### src/rtl/sev_seg_scan_driver_pkg.sv
// Shared constants for the seven-segment scan driver: active-low glyphs {a..g}
// and the supported digit-count range.
package sev_seg_scan_driver_pkg;

  localparam int N_DIGITS_MIN = 1;
  localparam int N_DIGITS_MAX = 8;

  localparam logic [6:0] GLYPH_0    = 7'b0000001;
  localparam logic [6:0] GLYPH_1    = 7'b1001111;
  localparam logic [6:0] GLYPH_2    = 7'b0010010;
  localparam logic [6:0] GLYPH_3    = 7'b0000110;
  localparam logic [6:0] GLYPH_4    = 7'b1001100;
  localparam logic [6:0] GLYPH_5    = 7'b0100100;
  localparam logic [6:0] GLYPH_6    = 7'b0100000;
  localparam logic [6:0] GLYPH_7    = 7'b0001111;
  localparam logic [6:0] GLYPH_8    = 7'b0000000;
  localparam logic [6:0] GLYPH_9    = 7'b0000100;
  localparam logic [6:0] GLYPH_A    = 7'b0001000;
  localparam logic [6:0] GLYPH_B    = 7'b1100000;
  localparam logic [6:0] GLYPH_C    = 7'b0110001;
  localparam logic [6:0] GLYPH_D    = 7'b1000010;
  localparam logic [6:0] GLYPH_E    = 7'b0110000;
  localparam logic [6:0] GLYPH_F    = 7'b0111000;
  localparam logic [6:0] GLYPH_DASH = 7'b1111110;
  localparam logic [6:0] GLYPH_OFF  = 7'h7F;

endpackage

### src/rtl/sev_seg_glyph_rom.sv
// Combinational nibble-to-glyph decoder; with hex_en low, nibbles 10..15
// render as a dash so non-decimal data is visibly flagged.
module sev_seg_glyph_rom
  import sev_seg_scan_driver_pkg::*;
(
  input  logic [3:0] nibble,
  input  logic       hex_en,
  output logic [6:0] glyph
);

  always_comb begin
    glyph = GLYPH_OFF;
    case (nibble)
      4'h0: glyph = GLYPH_0;
      4'h1: glyph = GLYPH_1;
      4'h2: glyph = GLYPH_2;
      4'h3: glyph = GLYPH_3;
      4'h4: glyph = GLYPH_4;
      4'h5: glyph = GLYPH_5;
      4'h6: glyph = GLYPH_6;
      4'h7: glyph = GLYPH_7;
      4'h8: glyph = GLYPH_8;
      4'h9: glyph = GLYPH_9;
      4'hA: glyph = hex_en ? GLYPH_A : GLYPH_DASH;
      4'hB: glyph = hex_en ? GLYPH_B : GLYPH_DASH;
      4'hC: glyph = hex_en ? GLYPH_C : GLYPH_DASH;
      4'hD: glyph = hex_en ? GLYPH_D : GLYPH_DASH;
      4'hE: glyph = hex_en ? GLYPH_E : GLYPH_DASH;
      4'hF: glyph = hex_en ? GLYPH_F : GLYPH_DASH;
      default: glyph = GLYPH_OFF;
    endcase
  end

endmodule

### src/rtl/sev_seg_scan_driver.sv
// Time-multiplexed common-anode seven-segment driver: per-frame input snapshot,
// blanking guard at the start of each digit slot, blink and leading-zero blanking.
module sev_seg_scan_driver
  import sev_seg_scan_driver_pkg::*;
#(
  parameter int N_DIGITS     = 4,
  parameter int REFRESH_DIV  = 100000,
  parameter int BLANK_CYCLES = 16,
  parameter int BLINK_FRAMES = 64,
  parameter int HEX_EN       = 1
)
(
  input  logic                  clk,
  input  logic                  reset,
  input  logic [4*N_DIGITS-1:0] value,
  input  logic [N_DIGITS-1:0]   dp_in,
  input  logic [N_DIGITS-1:0]   digit_en,
  input  logic [N_DIGITS-1:0]   blink_mask,
  input  logic                  lz_suppress,
  output logic [N_DIGITS-1:0]   an_out,
  output logic [6:0]            seg_out,
  output logic                  dp_out,
  output logic                  frame_tick
);

  localparam int PW = $clog2(REFRESH_DIV);
  localparam int IW = (N_DIGITS > 1) ? $clog2(N_DIGITS) : 1;
  localparam int BW = $clog2(BLINK_FRAMES + 1);

  logic [PW-1:0]         presc;
  logic [IW-1:0]         idx;
  logic [BW-1:0]         blink_cnt;
  logic                  blink_phase;
  logic [4*N_DIGITS-1:0] sh_value;
  logic [N_DIGITS-1:0]   sh_dp;
  logic [N_DIGITS-1:0]   sh_en;
  logic [N_DIGITS-1:0]   sh_blink;
  logic                  sh_lz;

  logic                  snap;
  logic [N_DIGITS-1:0]   supp;
  logic [3:0]            cur_nib;
  logic                  cur_dp;
  logic                  cur_en;
  logic                  cur_blink;
  logic                  cur_supp;
  logic                  visible;
  logic [6:0]            glyph;

  assign snap       = (presc == '0) && (idx == '0);
  assign frame_tick = snap && !reset;

  // Scan counters, frame snapshot and blink phase. The blink counter runs
  // 1..BLINK_FRAMES so the phase flips at the tick that opens the next half-period.
  always_ff @(posedge clk or posedge reset) begin
    if (reset) begin
      presc       <= '0;
      idx         <= '0;
      blink_cnt   <= '0;
      blink_phase <= 1'b0;
      sh_value    <= '0;
      sh_dp       <= '0;
      sh_en       <= '0;
      sh_blink    <= '0;
      sh_lz       <= 1'b0;
    end else begin
      if (presc == PW'(REFRESH_DIV - 1)) begin
        presc <= '0;
        idx   <= (idx == IW'(N_DIGITS - 1)) ? '0 : idx + 1'b1;
      end else begin
        presc <= presc + 1'b1;
      end
      if (snap) begin
        sh_value <= value;
        sh_dp    <= dp_in;
        sh_en    <= digit_en;
        sh_blink <= blink_mask;
        sh_lz    <= lz_suppress;
        if (blink_cnt == BW'(BLINK_FRAMES)) begin
          blink_cnt   <= BW'(1);
          blink_phase <= ~blink_phase;
        end else begin
          blink_cnt <= blink_cnt + 1'b1;
        end
      end
    end
  end

  // Walk from the most significant digit down; a digit stays blanked while
  // it and everything above it are zero. Digit 0 always shows.
  always_comb begin
    logic lz_run;
    lz_run = sh_lz;
    supp   = '0;
    for (int i = N_DIGITS - 1; i >= 0; i--) begin
      lz_run  = lz_run && (sh_value[4*i +: 4] == 4'h0);
      supp[i] = (i > 0) && lz_run;
    end
  end

  always_comb begin
    cur_nib   = 4'h0;
    cur_dp    = 1'b0;
    cur_en    = 1'b0;
    cur_blink = 1'b0;
    cur_supp  = 1'b0;
    for (int i = 0; i < N_DIGITS; i++) begin
      if (idx == IW'(i)) begin
        cur_nib   = sh_value[4*i +: 4];
        cur_dp    = sh_dp[i];
        cur_en    = sh_en[i];
        cur_blink = sh_blink[i];
        cur_supp  = supp[i];
      end
    end
    visible = (presc >= PW'(BLANK_CYCLES)) && cur_en && !(blink_phase && cur_blink) && !cur_supp;
  end

  sev_seg_glyph_rom u_glyph_rom (
    .nibble (cur_nib),
    .hex_en (HEX_EN != 0),
    .glyph  (glyph)
  );

  always_ff @(posedge clk or posedge reset) begin
    if (reset) begin
      an_out  <= '1;
      seg_out <= GLYPH_OFF;
      dp_out  <= 1'b1;
    end else if (visible) begin
      an_out  <= ~(N_DIGITS'(1) << idx);
      seg_out <= glyph;
      dp_out  <= ~cur_dp;
    end else begin
      an_out  <= '1;
      seg_out <= GLYPH_OFF;
      dp_out  <= 1'b1;
    end
  end

endmodule
### config.mk
export PLATFORM = sky130hd
export DESIGN_NAME = sev_seg_scan_driver
export DESIGN_NICKNAME = d
export VERILOG_FILES = /design/src/rtl/sev_seg_scan_driver_pkg.sv /design/src/rtl/sev_seg_glyph_rom.sv /design/src/rtl/sev_seg_scan_driver.sv
export SDC_FILE = /design/constraint.sdc
export NUM_CORES = 1
export LEC_CHECK = 0
export CORE_MARGIN = 2
export CORE_UTILIZATION = 35
export CTS_CLUSTER_SIZE = 12
export DETAILED_ROUTE_END_ITERATION = 8
export PLACE_DENSITY = 0.69
export SYNTH_ARGS = -nofsm -noshare
export SYNTH_HDL_FRONTEND = slang
export SYNTH_SLANG_ARGS = --single-unit
### constraint.sdc
create_clock -name clk -period 2.4 [get_ports clk]
set_clock_uncertainty 0.15 [all_clocks]
set_input_delay 0.36 -clock clk [delete_from_list [all_inputs] [get_ports clk]]
set_output_delay 0.36 -clock clk [all_outputs]
set_load 0.02 [all_outputs]
## Yosys cells after proc, flatten, opt, wreduce, memory -nomap -nowiden

Cells that the tools add are included.
W data, S select, Z words.

| operators by class | value |
|---|---|
| add/sub/neg operators | 3 |
| $mul | 0 |
| div/mod/pow operators | 0 |
| magnitude comparators | 1 |
| eq/ne operators | 20 |
| shifts and indexed selects | 1 |
| multiplexer cells | 26 |
| bitwise gates (word level) | 3 |
| reduce and logical (&&, ||, !) cells | 19 |

Operators by type and width:

| cell | count |
|---|---|
| $pmux W7 S16 | 1 |
| $eq A4 B4 Y1 const B | 8 |
| $mux W4 | 5 |
| $add A17 B1 Y17 const B | 1 |
| $eq A17 B17 Y1 const B | 1 |
| $ge A17 B5 Y1 const B | 1 |
| $logic_not A17 Y1 | 1 |
| $mux W17 | 1 |
| $eq A4 B3 Y1 const B | 4 |
| $logic_not A4 Y1 | 4 |
| $mux W1 | 16 |
| $mux W7 | 2 |
| $logic_and A1 B1 Y1 | 9 |
| $eq A4 B2 Y1 const B | 2 |
| $add A7 B1 Y7 const B | 1 |
| $eq A7 B7 Y1 const B | 1 |
| $eq A2 B2 Y1 const B | 2 |
| $eq A4 B1 Y1 const B | 1 |
| $not A4 Y4 | 1 |
| $shl A1 B2 Y4 const A | 1 |
| $logic_not A1 Y1 | 3 |
| $add A2 B1 Y2 const B | 1 |
| $eq A2 B1 Y1 const B | 1 |
| $logic_not A2 Y1 | 1 |
| other kinds (3) | 4 |

| word-level totals | value |
|---|---|
| register bits | 68 |
| latch bits | 0 |
| memory bits (writable) | 0 |
| ROM bits | 0 |
| bits of input ports | 31 |
| word-level logic and storage cells | 85 |
| memories | 0 |

## Logic depth before layout (Yosys ltp)

| depth | value |
|---|---|
| depth after elaboration | 10 |
| gate-level depth with buffers | 10 |
| depth with buffers taken out | 7 |

## By module

Synthesis repeated with hierarchy kept, for this count alone.

| second synthesis, totals | value |
|---|---|
| cells, all modules | 321 |
| area total of the unflattened synthesis | 3,718.6 sq um |

Modules (own cells, without submodules):

| module | instances | cells each | area each (sq um) |
|---|---|---|---|
| sev_seg_scan_driver | 1 | 279 | 3,423.3 |
| sev_seg_glyph_rom | 1 | 42 | 295.3 |

## Least setup slack after synthesis

OpenSTA, ideal clock, no wires.

| timing | value |
|---|---|
| kind | register to output |
| start | register idx[0] |
| end | output frame_tick |
| arrival | 1,941 ps |
| path slack | -51 ps |
| stages on the path, launching flop included | 9 |
| path through | dfrtp_1 inv_1 ha_1 clkbuf_1 nand2_1 or4_1 clkbuf_1 buf_2 nor2_1 |

| on the way | value |
|---|---|
| longest elaborated chain between the ends | 3 |

Ends and longest elaborated chain:

| what | RTL line | text |
|---|---|---|
| start: declaration | sev_seg_scan_driver.sv:31 | `logic [IW-1:0] idx;` |
| start signal: assignment | sev_seg_scan_driver.sv:69 | `idx <= (idx == IW'(N_DIGITS - 1)) ? '0 : idx + 1'b1;` |
| $logic_not A2 Y1 | sev_seg_scan_driver.sv:50 | `assign snap = (presc == '0) && (idx == '0);` |
| $logic_and A1 B1 Y1 | sev_seg_scan_driver.sv:50 |  |
| $logic_and A1 B1 Y1 | sev_seg_scan_driver.sv:51 | `assign frame_tick = snap && !reset;` |
| end: declaration | sev_seg_scan_driver.sv:23 | `output logic frame_tick` |

No other way between the ends.

## Final worst setup path

| timing | value |
|---|---|
| start | register presc[12] |
| end | output frame_tick |

| on the way | value |
|---|---|
| longest elaborated chain between the ends | 3 |

Ends and longest elaborated chain:

| what | RTL line | text |
|---|---|---|
| start: declaration | sev_seg_scan_driver.sv:30 | `logic [PW-1:0] presc;` |
| start signal: assignment | sev_seg_scan_driver.sv:71 | `presc <= presc + 1'b1;` |
| $logic_not A17 Y1 | sev_seg_scan_driver.sv:50 |  |
| $logic_and A1 B1 Y1 | sev_seg_scan_driver.sv:50 |  |
| $logic_and A1 B1 Y1 | sev_seg_scan_driver.sv:51 |  |

No other way between the ends.

==> impl_metrics.ini <==
[timing]
slew_headroom = 0.660
fin_crit_sh = 1.01
fin_crit_ps = 2410
hold_violations = 0
timing.fmax_ghz = 0.414
setup_viol = 1
worst_pin_slew_ps = 507
hold_ws_ps = 331
drv_slew = 0
rsz0062_at_grt = true
fin_ws_ps = -13.7

[die]
initial_core_util = 0.361
die-height_um = 101
coreArea_um2 = 9200
die_area_um2 = 10300
io_pins = 44
std_cell_rows = 35
die_w_um = 101

[run_status]
violations = negative setup slack
status = finished, violations left

[setup_path]
slowest_delay_ps = 460
r2r_slack_ps = 80
timing.rr.end = seg_out[6]
critPathArrivalTime_ps = 1900
path_depth = 5
crit_family = simple AND/OR/NAND/NOR gates
crit_buf_inv = 1
crit_type = flip-flop to output port
endpoint_kind = output port
cpMaxStageDelayCell = or4_4
path_cells = nor4_4 -> nand4_1 -> or4_4 -> nor2_4 -> buf_6
timing.rr.start = idx[1]
cp_max_fo = 2
required_ps = 1890
reg2reg_depth = 8
critPathLaunchType = flip-flop

[cells_and_area]
finalNonFillerCells = 558
num-fill-cells = 860
seqCellArea_um2 = 1720
layout-drive-gt1-share = 0.188
area_growth_pct = 34.3
multi_input_area_um2 = 1530
final_nets = 481
num_antenna_cells = 0
post-route-util = 0.484

[placed_design]
dp_cells = 539
portBuffers = 43
gp_congestion = 0.861
dp_hpwl_um = 5380

[synth]
muxShareOfSynthArea = 0.00604
synth_top_family_by_area = simple AND/OR/NAND/NOR gates
avgSynthCellArea_um2 = 9.13
synth-simple-area-share = 0.255
synth_compound_area_frac = 0.108
synth-xor-area-share = 0.0423
synth_cell_types = 49
synthFlopType = dfrtp_1
synth_area_um2 = 3320
synth_nets = 402
async_flop_share = 1.00
ys_ff_latch = 68
seq_area_frac_synth = 0.518
synth_fa_ha_area_frac = 0.0332
netlist_instances = 363
synth_warnings = 0
synth_edf_count = 0

[global_routing]
grt_overflow = 0
grt_pass1_vias = 2862
grt_max_degree = 69
grt_first_pass_wirelength_um = 13000
antenna_found_initial = 0
grt.total_usage = 0.161

[clocking]
htree_levels = 3
clock_latency_ps = 350
ctsHoldBuffers = 0
cts_root_buf = clkbuf_8
cts_buffers = 9
clockBufferDepth = 2
cts.sinks = 68
cts_tree = built
clk_pin_slew_ps = 70

[worst_hold_path]
hold_class = input port to async pin

[routing]
vias = 2804
final_antenna_net_count = 0
via_per_inst = 5.03
drt_iter0_drc = 185
firstDrtPassIters = 4
wirelength_um = 7520
drcViolationCount = 0
routedWlPerCell_um = 13.5

[power_and_ir_drop]
powerDensity_nw_per_um2 = 576
peakVddDrop_mv = 0.278
leakagePower_uw = 0.00201

[run]
cap_violations = 0
==> cell type report <==
| cell class | count | area share |
|---|---|---|
| Clock buffer | 9 | 0.0278 |
| Timing Repair Buffer | 85 | 0.173 |
| Inverter | 13 | 0.0110 |
| Sequential cell | 68 | 0.385 |
| Clock inverter | 7 | 0.0278 |
| Tap cell | 111 | 0.0312 |
| Multi-Input combinational cell | 265 | 0.344 |
==> metrics by stage <==
step / power [µW] / cell area, µm² / setup WS, ps / TNS [ps]
after detailed placement: 1420 / 4130 / -244 / -244
after global placement: 1420 / 4130 / -232 / -232
after floorplan: 1320 / 3320 / 37.7 / 0
final: 2570 / 4450 / -13.7 / -13.7
after global routing: 2680 / 4450 / -132 / -132
after CTS: 2600 / 4450 / -36.9 / -36.9
==> how the worst max path moves through the flow <==
stage | start | end | slack, ps
2_1_floorplan | idx[0] | frame_tick | 40
3_3_place_gp | presc[12] | frame_tick | -230
3_5_place_dp | presc[12] | frame_tick | -240
4_1_cts | presc[11] | frame_tick | -40
5_1_grt | presc[12] | frame_tick | -130
6_report | presc[12] | frame_tick | -10
==> Yosys cell counts, types with 2 or more instances <==
master | instances | area, µm²
o21ai_0 | 10 | 50.1
a21oi_1 | 7 | 35.0
nand4b_1 | 2 | 17.5
nor4_2 | 2 | 25.0
and3_1 | 5 | 31.3
nand2_1 | 115 | 432
o211ai_1 | 11 | 82.6
mux2i_1 | 2 | 20.0
nor2_1 | 18 | 67.6
buf_2 | 4 | 20.0
ha_1 | 8 | 100
a2bb2oi_1 | 3 | 26.3
o31ai_1 | 2 | 15.0
a22oi_1 | 2 | 15.0
and2_1 | 4 | 25.0
nor4_1 | 3 | 18.8
nand4_1 | 7 | 43.8
nand3_1 | 14 | 70.1
inv_1 | 13 | 48.8
xor2_1 | 8 | 70.1
nand2b_1 | 3 | 18.8
nor2b_1 | 3 | 18.8
dfrtp_1 | 56 | 1400
xnor2_1 | 8 | 70.1
o211a_1 | 2 | 20.0
dfstp_2 | 12 | 315
nor3_1 | 3 | 15.0
clkbuf_1 | 11 | 41.3
a211oi_1 | 4 | 30.0
or4_1 | 2 | 15.0
==> logic make-up (layout without fill, tap and decap cells) <==
family,after synthesis,after routing
xor gates and xnor gates,16,16
and+or+nand+nor,187,187
buffers and inverters,30,114
muxes,2,2
DFF,68,68
AOI/OAI and AO/OA,51,51
adders and majority gates,9,9
==> per-layer routing <==
| layer | share of wire | global-route usage |
|---|---|---|
| met3 | 0.054 | 0.0545 |
| met1 | 0.43 | 0.188 |
| met5 | 0 | 0 |
| met4 | 0.011 | 0.0385 |
| met2 | 0.50 | 0.286 |
==> worst register-to-register path, cell delays in order, from the launching register on <==
cell and delay [ps]:
dfrtp_1 360, buf_4 120, ha_2 280, nand2b_1 250, o21ai_1 140, buf_4 160, a211oi_1 440, nand4b_1 190
o2111ai_1 120
==> registers in the layout, summed over array words and instances, names as in the netlist <==
signal	flops
seg_out	7
sh_value	16
sh_lz	1
blink_phase	1
sh_blink	4
idx	2
dp_out	1
blink_cnt	7
sh_dp	4
an_out	4
presc	17
sh_en	4
==> power by group <==
group	internal [µW]	total (µW)	switching, µW	leakage, µW
sequential	1190	1210	19.1	0.000822
clock	697	1170	470	0.000120
combinational	99.9	193	93.2	0.00107
total	1990	2570	582	0.00201
==> timing repair <==
action / in CTS / in global routing
setup endpoints to repair: 1 / 32
resized for setup: 13 / 5
pin swaps: 4 / 3
buffers inserted: 6 / 0
==> placed cells by master, fill, tap and decap left out, types with 3 or more instances in the layout <==
master           Yosys  final
nor3_1               3      3
xor2_1               8      8
bufinv_16            0      3
inv_1               13     12
nand4_1              7      7
o21ai_0             10     10
ha_1                 8      6
nor2_1              18     17
buf_6                1      4
a211oi_1             4      4
clkbuf_8             0      9
nand2_1            115    115
o211ai_1            11     11
dfrtp_1             56     56
clkdlybuf4s50_1      0     42
xnor2_1              8      8
nor2b_1              3      3
dfstp_2             12     12
nand3_1             14     14
a21oi_1              7      7
and3_1               5      4
buf_4                0     38
and2_1               4      4
nand2b_1             3      3
Power figures use the tool's default switching activity.
